[src/rtl/lock_pkg.sv]
// -----------------------------------------------------------------------------
// lock_pkg
// Shared definitions for the 8-digit combination lock: FSM state encodings,
// digit geometry, button priority ordering and BCD helper functions. Also used
// by the display decoder, so the state encodings are part of the external
// contract and must not be renumbered.
// -----------------------------------------------------------------------------
package lock_pkg;

  localparam int NUM_DIGITS = 8;
  localparam int DIGIT_W    = 4;
  localparam int PTR_W      = $clog2(NUM_DIGITS);
  localparam int CODE_W     = NUM_DIGITS * DIGIT_W;

  // Encodings 6 and 7 are unused; the FSM recovers from them to ST_IDLE.
  typedef enum logic [2:0] {
    ST_IDLE     = 3'd0,
    ST_ENTRY    = 3'd1,
    ST_CHECK    = 3'd2,
    ST_OPEN     = 3'd3,
    ST_SET_CODE = 3'd4,
    ST_LOCKOUT  = 3'd5
  } state_e;

  // Winning button after priority resolution. Numeric order follows priority:
  // a larger value beats a smaller one.
  typedef enum logic [2:0] {
    BTN_NONE  = 3'd0,
    BTN_INC   = 3'd1,
    BTN_NEXT  = 3'd2,
    BTN_SET   = 3'd3,
    BTN_ENTER = 3'd4
  } btn_e;

  // Only the highest-priority pulse of a cycle acts; the others are dropped.
  function automatic btn_e pick_btn(input logic inc, input logic next,
                                    input logic enter, input logic set);
    btn_e b;
    if (enter)     b = BTN_ENTER;
    else if (set)  b = BTN_SET;
    else if (next) b = BTN_NEXT;
    else if (inc)  b = BTN_INC;
    else           b = BTN_NONE;
    return b;
  endfunction

  // Decimal increment of one BCD digit: 9 wraps to 0.
  function automatic logic [DIGIT_W-1:0] bcd_inc(input logic [DIGIT_W-1:0] d);
    return (d == DIGIT_W'(9)) ? '0 : d + DIGIT_W'(1);
  endfunction

endpackage

[src/rtl/digit_entry_bank.sv]
// -----------------------------------------------------------------------------
// digit_entry_bank
// Holds the digits being typed (or programmed) and the edit pointer.
//   clk       in   system clock
//   rst       in   synchronous active-high reset
//   inc_i     in   increment (mod 10) the digit under the pointer
//   next_i    in   advance the pointer (mod NUM_DIGITS)
//   clear_i   in   zero all digits and the pointer; wins over inc_i/next_i
//   ptr_o     out  current pointer
//   digits_o  out  packed BCD digits, digit i in [4i+3:4i]
// The sequencer guarantees at most one of inc_i/next_i per cycle.
// -----------------------------------------------------------------------------
module digit_entry_bank #(
  parameter int NUM_DIGITS = lock_pkg::NUM_DIGITS,
  localparam int PTR_W     = $clog2(NUM_DIGITS)
) (
  input  logic                                   clk,
  input  logic                                   rst,
  input  logic                                   inc_i,
  input  logic                                   next_i,
  input  logic                                   clear_i,
  output logic [PTR_W-1:0]                       ptr_o,
  output logic [NUM_DIGITS*lock_pkg::DIGIT_W-1:0] digits_o
);

  import lock_pkg::*;

  localparam logic [PTR_W-1:0] LAST_PTR = PTR_W'(NUM_DIGITS - 1);

  logic [NUM_DIGITS-1:0][DIGIT_W-1:0] digits_q, digits_d;
  logic [PTR_W-1:0]                   ptr_q, ptr_d;

  // NOTE: every variable gets its hold value first, so no path through the
  // block leaves it unassigned and no latch is inferred.
  always_comb begin
    digits_d = digits_q;
    ptr_d    = ptr_q;
    if (clear_i) begin
      digits_d = '0;
      ptr_d    = '0;
    end else if (inc_i) begin
      digits_d[ptr_q] = bcd_inc(digits_q[ptr_q]);
    end else if (next_i) begin
      ptr_d = (ptr_q == LAST_PTR) ? '0 : ptr_q + PTR_W'(1);
    end
  end

  // NOTE: state registers use non-blocking assignments so all flops update
  // together at the edge regardless of statement order.
  // NOTE: the digit storage is a register file that must read back as all
  // zeros after reset, so it is reset explicitly rather than left undefined.
  always_ff @(posedge clk) begin
    if (rst) begin
      digits_q <= '0;
      ptr_q    <= '0;
    end else begin
      digits_q <= digits_d;
      ptr_q    <= ptr_d;
    end
  end

  assign ptr_o    = ptr_q;
  assign digits_o = digits_q;

endmodule

[src/rtl/lock_controller.sv]
// -----------------------------------------------------------------------------
// lock_controller
// Top-level sequencer for the combination lock: digit entry, code compare,
// open/relock timing, code re-programming and lockout after repeated failures.
//   clk               in   system clock
//   rst               in   synchronous active-high reset
//   btn_inc           in   pulse: increment digit under pointer
//   btn_next          in   pulse: advance pointer
//   btn_enter         in   pulse: submit entry / store code / relock
//   btn_set           in   pulse: start code programming (OPEN only)
//   state             out  current FSM state (lock_pkg::state_e encoding)
//   position_pointer  out  digit being edited
//   entry_digits      out  packed BCD entry
//   unlocked          out  high while OPEN
//   alarm             out  high while LOCKOUT
// All outputs come straight from flops; a button's effect shows the cycle
// after its pulse.
// -----------------------------------------------------------------------------
module lock_controller #(
  parameter int NUM_DIGITS     = lock_pkg::NUM_DIGITS,
  parameter int MAX_ATTEMPTS   = 3,
  parameter int OPEN_CYCLES    = 500,
  parameter int LOCKOUT_CYCLES = 1000,
  parameter logic [NUM_DIGITS*lock_pkg::DIGIT_W-1:0] DEFAULT_CODE = '0,
  localparam int PTR_W         = $clog2(NUM_DIGITS),
  localparam int CODE_W        = NUM_DIGITS * lock_pkg::DIGIT_W
) (
  input  logic              clk,
  input  logic              rst,
  input  logic              btn_inc,
  input  logic              btn_next,
  input  logic              btn_enter,
  input  logic              btn_set,
  output logic [2:0]        state,
  output logic [PTR_W-1:0]  position_pointer,
  output logic [CODE_W-1:0] entry_digits,
  output logic              unlocked,
  output logic              alarm
);

  import lock_pkg::*;

  localparam int TIMER_MAX = (OPEN_CYCLES > LOCKOUT_CYCLES) ? OPEN_CYCLES : LOCKOUT_CYCLES;
  localparam int TIMER_W   = $clog2(TIMER_MAX + 1);
  localparam int ATT_W     = $clog2(MAX_ATTEMPTS + 1);

  // Timer is loaded with N-1 so that the state is held for exactly N cycles,
  // the last of which sees the timer at 0.
  localparam logic [TIMER_W-1:0] OPEN_LOAD    = TIMER_W'(OPEN_CYCLES - 1);
  localparam logic [TIMER_W-1:0] LOCKOUT_LOAD = TIMER_W'(LOCKOUT_CYCLES - 1);
  localparam logic [ATT_W-1:0]   ATT_LIMIT    = ATT_W'(MAX_ATTEMPTS);

  state_e              state_q, state_d;
  logic [CODE_W-1:0]   code_q, code_d;
  logic [ATT_W-1:0]    attempts_q, attempts_d;
  logic [ATT_W-1:0]    attempts_inc;
  logic [TIMER_W-1:0]  timer_q, timer_d;
  logic                unlocked_q, alarm_q;

  btn_e                btn;
  logic                bank_inc, bank_next, bank_clear;
  logic [PTR_W-1:0]    bank_ptr;
  logic [CODE_W-1:0]   bank_digits;

  assign btn          = pick_btn(btn_inc, btn_next, btn_enter, btn_set);
  assign attempts_inc = attempts_q + ATT_W'(1);

  digit_entry_bank #(
    .NUM_DIGITS (NUM_DIGITS)
  ) u_digits (
    .clk      (clk),
    .rst      (rst),
    .inc_i    (bank_inc),
    .next_i   (bank_next),
    .clear_i  (bank_clear),
    .ptr_o    (bank_ptr),
    .digits_o (bank_digits)
  );

  always_comb begin
    state_d    = state_q;
    code_d     = code_q;
    attempts_d = attempts_q;
    timer_d    = timer_q;
    bank_inc   = 1'b0;
    bank_next  = 1'b0;
    bank_clear = 1'b0;

    unique case (state_q)
      ST_IDLE: begin
        // The waking pulse only starts entry; it does not edit a digit.
        if (btn == BTN_INC || btn == BTN_NEXT || btn == BTN_ENTER) begin
          state_d = ST_ENTRY;
        end
      end

      ST_ENTRY, ST_SET_CODE: begin
        case (btn)
          BTN_ENTER: begin
            if (state_q == ST_ENTRY) begin
              state_d = ST_CHECK;
            end else begin
              code_d     = bank_digits;
              bank_clear = 1'b1;
              state_d    = ST_IDLE;
            end
          end
          BTN_NEXT: bank_next = 1'b1;
          BTN_INC:  bank_inc  = 1'b1;
          default:  ;
        endcase
      end

      ST_CHECK: begin
        bank_clear = 1'b1;
        if (bank_digits == code_q) begin
          attempts_d = '0;
          timer_d    = OPEN_LOAD;
          state_d    = ST_OPEN;
        end else if (attempts_inc == ATT_LIMIT) begin
          attempts_d = attempts_inc;
          timer_d    = LOCKOUT_LOAD;
          state_d    = ST_LOCKOUT;
        end else begin
          attempts_d = attempts_inc;
          state_d    = ST_ENTRY;
        end
      end

      ST_OPEN: begin
        if (btn == BTN_ENTER || timer_q == '0) begin
          timer_d = '0;
          state_d = ST_IDLE;
        end else if (btn == BTN_SET) begin
          bank_clear = 1'b1;
          timer_d    = '0;
          state_d    = ST_SET_CODE;
        end else begin
          timer_d = timer_q - TIMER_W'(1);
        end
      end

      ST_LOCKOUT: begin
        if (timer_q == '0) begin
          attempts_d = '0;
          state_d    = ST_IDLE;
        end else begin
          timer_d = timer_q - TIMER_W'(1);
        end
      end

      default: begin
        state_d = ST_IDLE;
      end
    endcase
  end

  always_ff @(posedge clk) begin
    if (rst) begin
      state_q    <= ST_IDLE;
      code_q     <= DEFAULT_CODE;
      attempts_q <= '0;
      timer_q    <= '0;
      unlocked_q <= 1'b0;
      alarm_q    <= 1'b0;
    end else begin
      state_q    <= state_d;
      code_q     <= code_d;
      attempts_q <= attempts_d;
      timer_q    <= timer_d;
      // Decoded from the next state so the flags line up with the state output.
      unlocked_q <= (state_d == ST_OPEN);
      alarm_q    <= (state_d == ST_LOCKOUT);
    end
  end

  assign state            = state_q;
  assign position_pointer = bank_ptr;
  assign entry_digits     = bank_digits;
  assign unlocked         = unlocked_q;
  assign alarm            = alarm_q;

endmodule

[config.mk]
export PLATFORM = sky130hd
export DESIGN_NAME = lock_controller
export DESIGN_NICKNAME = d
export VERILOG_FILES = /design/src/rtl/lock_pkg.sv /design/src/rtl/digit_entry_bank.sv /design/src/rtl/lock_controller.sv
export SDC_FILE = /design/constraint.sdc
export NUM_CORES = 1
export LEC_CHECK = 0
export ABC_AREA = 1
export BUFFER_PORTS_ARGS = -buffer_cell sky130_fd_sc_hd__buf_2
export CORE_UTILIZATION = 50
export DETAILED_ROUTE_END_ITERATION = 10
export PLACE_DENSITY = 0.77
export SYNTH_ARGS = -nofsm -noshare
export SYNTH_HDL_FRONTEND = slang
export SYNTH_HIERARCHICAL = 1
export SYNTH_SLANG_ARGS = --single-unit
export TNS_END_PERCENT = 5
[constraint.sdc]
create_clock -name clk -period 6.7 [get_ports clk]
set_clock_uncertainty 0.1 [all_clocks]
set_input_delay 1.005 -clock clk [delete_from_list [all_inputs] [get_ports clk]]
set_output_delay 1.005 -clock clk [all_outputs]
set_load 0.05 [all_outputs]
==> impl_metrics.py <==
metrics = {
    "synthesis": {
        "synthesis.nets": 737,
        "yosys_warnings": 6,
        "synth_ff_type": "dfxtp_1",
        "synth-async-reset-ratio": 0,
        "syn_area_um2": 4790,
        "avgSynthCellArea_um2": 6.59,
        "ys_top_cells_by_area": "dfxtp_1, nand2_1, inv_1, a21oi_1, o21ai_0",
        "synth_edf_count": 0,
        "ys_seq_elements": 84,
        "yosys.cell_types.count": 35,
        "synth_top_area_share": 0.351,
        "synth_cells": 726,
        "post-synth-top-count-cell": "nand2_1",
        "synth_commonest_cells": "nand2_1, inv_1, dfxtp_1",
        "ys_seq_area_frac": 0.351,
        "synth_top_cell_by_area": "dfxtp_1",
    },
    "clock_network": {
        "clockBufferDepth": 2,
        "cts_tree": "yes",
        "clk_latency_ns": 0.36,
        "post_cts_buffers": 0,
        "cts_buffers": 9,
        "postCtsResizedCells": 0,
        "htreeDepth": 3,
        "cts_sinks": 84,
        "cts.root.buffer_cell": "clkbuf_8",
        "ctsHoldBuffers": 0,
        "cts.reportedPaths.clkPinSlew_ns": 0.07,
    },
    "sta": {
        "hold_ws_ns": 0.358,
        "worst_pin_slew_ns": 1.15,
        "rsz0062_at_grt": "false",
        "maxSlewViolCount": 0,
        "finalSetupTns_ns": 0,
        "final_hold_viol_count": 0,
        "slew_headroom": 0.231,
        "final-setup-viol-count": 0,
        "period_needed_ns": 3.05,
        "timing.fmax_mhz": 327,
        "finalCritPeriodShare": 0.456,
    },
    "critical_path": {
        "r2r_end": "u_digits/digits_o[18]$_SDFFE_PP0P_",
        "endpoint_kind": "flop",
        "reg2regPathDepth": 11,
        "worst_path_dominant_cell_family": "simple AND/OR/NAND/NOR gates",
        "worstPathArrival_ns": 3.25,
        "r2r-start": "u_digits/ptr_o[0]$_SDFFE_PP0P_",
        "cp_slowest_cell": "nand3_2",
        "critPathKind": "input port to flop",
        "worstPathMaxFanout": 65,
        "crit_path_cell_trace": "buf_2, nand3_2, nand3_1, nor2_1, buf_4, clkinv_1, a21oi_1, o21ai_1, inv_1",
        "critPathMaxStageDelay_ns": 0.67,
        "worst_ep_required_time_ns": 6.89,
        "ff2ff_setup_slack_ns": 3.86,
        "cp-start-kind": "input port",
        "critPathBufInv": 4,
    },
    "detailed_routing": {
        "vias": 4578,
        "viasPerCell": 5.11,
        "ant_nets": 0,
        "drt_iter0_drc": 224,
        "drc": 0,
        "dr.pass1.iters": 5,
        "finalWirelength_mm": 11.3,
        "post_drt_wl_per_cell_um": 12.6,
    },
    "cells_and_area": {
        "multi_input_area_um2": 2490,
        "syn2layout_area_growth_pct": 9.75,
        "diodes": 0,
        "fill_cells": 869,
        "fin_cells": 896,
        "seq_area_um2": 1680,
        "fin_nets": 773,
        "drive_gt1_frac": 0.146,
        "fin_util": 0.568,
    },
    "global_route": {
        "grt_overflow_total": 0,
        "grt_pass1_vias": 4186,
        "grt_pass1_wl_mm": 18.8,
        "antenna_found_initial": 0,
        "track_usage": 0.235,
        "grt_max_degree": 66,
    },
    "die": {
        "initial_core_util": 0.518,
        "rows": 35,
        "die_y_um": 99.8,
        "io_pins": 46,
        "fp.dieW_um": 99.8,
        "dieArea_um2": 9970,
        "core_area_um2": 9240,
    },
    "place": {
        "gp_congestion": 0.919,
        "portBuffers": 45,
        "dpl.hpwl_mm": 8.09,
        "dp_cells": 880,
    },
    "pwr": {
        "switchingPower_uw": 286,
        "pwr-share-seq": 0.506,
        "combPwrFrac": 0.136,
        "swShare": 0.278,
        "p_leak_uw": 0.00249,
        "p_int_uw": 744,
        "pwr-share-clk": 0.358,
        "p_per_area_nw_per_um2": 196,
        "peakVddDrop_mv": 0.0910,
        "power_uw": 1030,
    },
    "worst_hold_path": {
        "min-delay-start": "code_q[15]$_SDFFE_PP0P_",
        "whs_path_depth": 2,
        "hp-class": "flop to flop",
        "hold_end": "code_q[15]$_SDFFE_PP0P_",
    },
    "outcome": {
        "outcome": "complete, no violations",
    },
    "run": {
        "cap_violations": 0,
    },
}
[kinds of logic after synthesis]
logic type | count (synthesis) | synth area share
AO/OA/AOI/OAI | 168 | 0.190
XOR/XNOR | 25 | 0.0458
adder cells (fa/ha/maj) | 5 | 0.0131
buffers and inverters | 149 | 0.130
flip-flops | 84 | 0.351
AND/OR/NAND/NOR | 295 | 0.271
[routing by layer]
layer,track usage,vias up,share of wire
met5,0,-,0
met4,0.104,0,0.025
met3,0.0327,23,0.046
met2,0.403,128,0.48
met1,0.295,2070,0.45
li1,-,2357,-
[through the flow]
step	cell area (um2)	setup slack, ns
2_1_floorplan	4790	3.91
3_3_place_gp	5050	3.40
3_5_place_dp	5050	3.27
4_1_cts	5250	3.64
5_1_grt	5250	3.26
6_report	5250	3.65
[worst reg2reg max path: stages (launching register included)]
cell	delay, ns
dfxtp_1	1.09
inv_2	0.42
nand2_1	0.16
nand2_1	0.07
nand2_1	0.08
nand2_1	0.10
nand2_2	0.08
nand2_4	0.13
nand3_1	0.12
nand2_2	0.17
o21ai_1	0.17
inv_1	0.05
[registers in the layout, summed over array words and instances, names as in the netlist]
| signal | count |
|---|---|
| u_digits/ptr_o | 3 |
| attempts_q | 2 |
| unlocked | 1 |
| u_digits/digits_o | 32 |
| state | 3 |
| timer_q | 10 |
| code_q | 32 |
| alarm | 1 |
[placed cells by master, fill, tap and decap left out, types with 3 or more instances in the layout]
| cell type | count |
|---|---|
| nor2_4 | 4 |
| nand2_1 | 155 |
| nand2_2 | 10 |
| nor2_1 | 63 |
| clkbuf_8 | 11 |
| buf_2 | 45 |
| a21oi_2 | 8 |
| nand2_4 | 3 |
| nand3_1 | 45 |
| inv_1 | 113 |
| inv_2 | 12 |
| nor2_2 | 6 |
| o21ai_0 | 60 |
| a21oi_1 | 70 |
| dfxtp_1 | 84 |
| ha_1 | 5 |
| xnor2_1 | 23 |
| nand4_1 | 3 |
| o21ai_1 | 20 |
[area by class of cell]
| class | count | area share |
|---|---|---|
| sequential | 84 | 0.320 |
| clock buffer | 13 | 0.0303 |
| clock inverter | 3 | 0.00858 |
| inverter | 127 | 0.0908 |
| multi-input combinational | 493 | 0.474 |
| tap | 129 | 0.0307 |
| timing repair buffer | 47 | 0.0457 |
[worst max path at each step]
stage                   start                            endpoint  slack, ns  cells after the start
finish              btn_enter  u_digits/digits_o[30]$_SDFFE_PP0P_       3.65                      9
global route        btn_enter   u_digits/digits_o[6]$_SDFFE_PP0P_       3.26                      9
CTS                 btn_enter  u_digits/digits_o[30]$_SDFFE_PP0P_       3.64                      9
detailed placement  btn_enter  u_digits/digits_o[30]$_SDFFE_PP0P_       3.27                      9
global placement    btn_enter   u_digits/digits_o[8]$_SDFFE_PP0P_       3.40                      9
floorplan           btn_enter   u_digits/digits_o[8]$_SDFFE_PP0P_       3.91                     10
[power groups by stage]
stage,logic [uW],registers (uW),clock network (uW)
after floorplan,104,538,0
after global placement,133,531,0
after detailed placement,138,532,0
after CTS,138,521,381
after global routing,158,523,399
final,140,521,369
No activity file was read; power rests on OpenSTA's default activity.
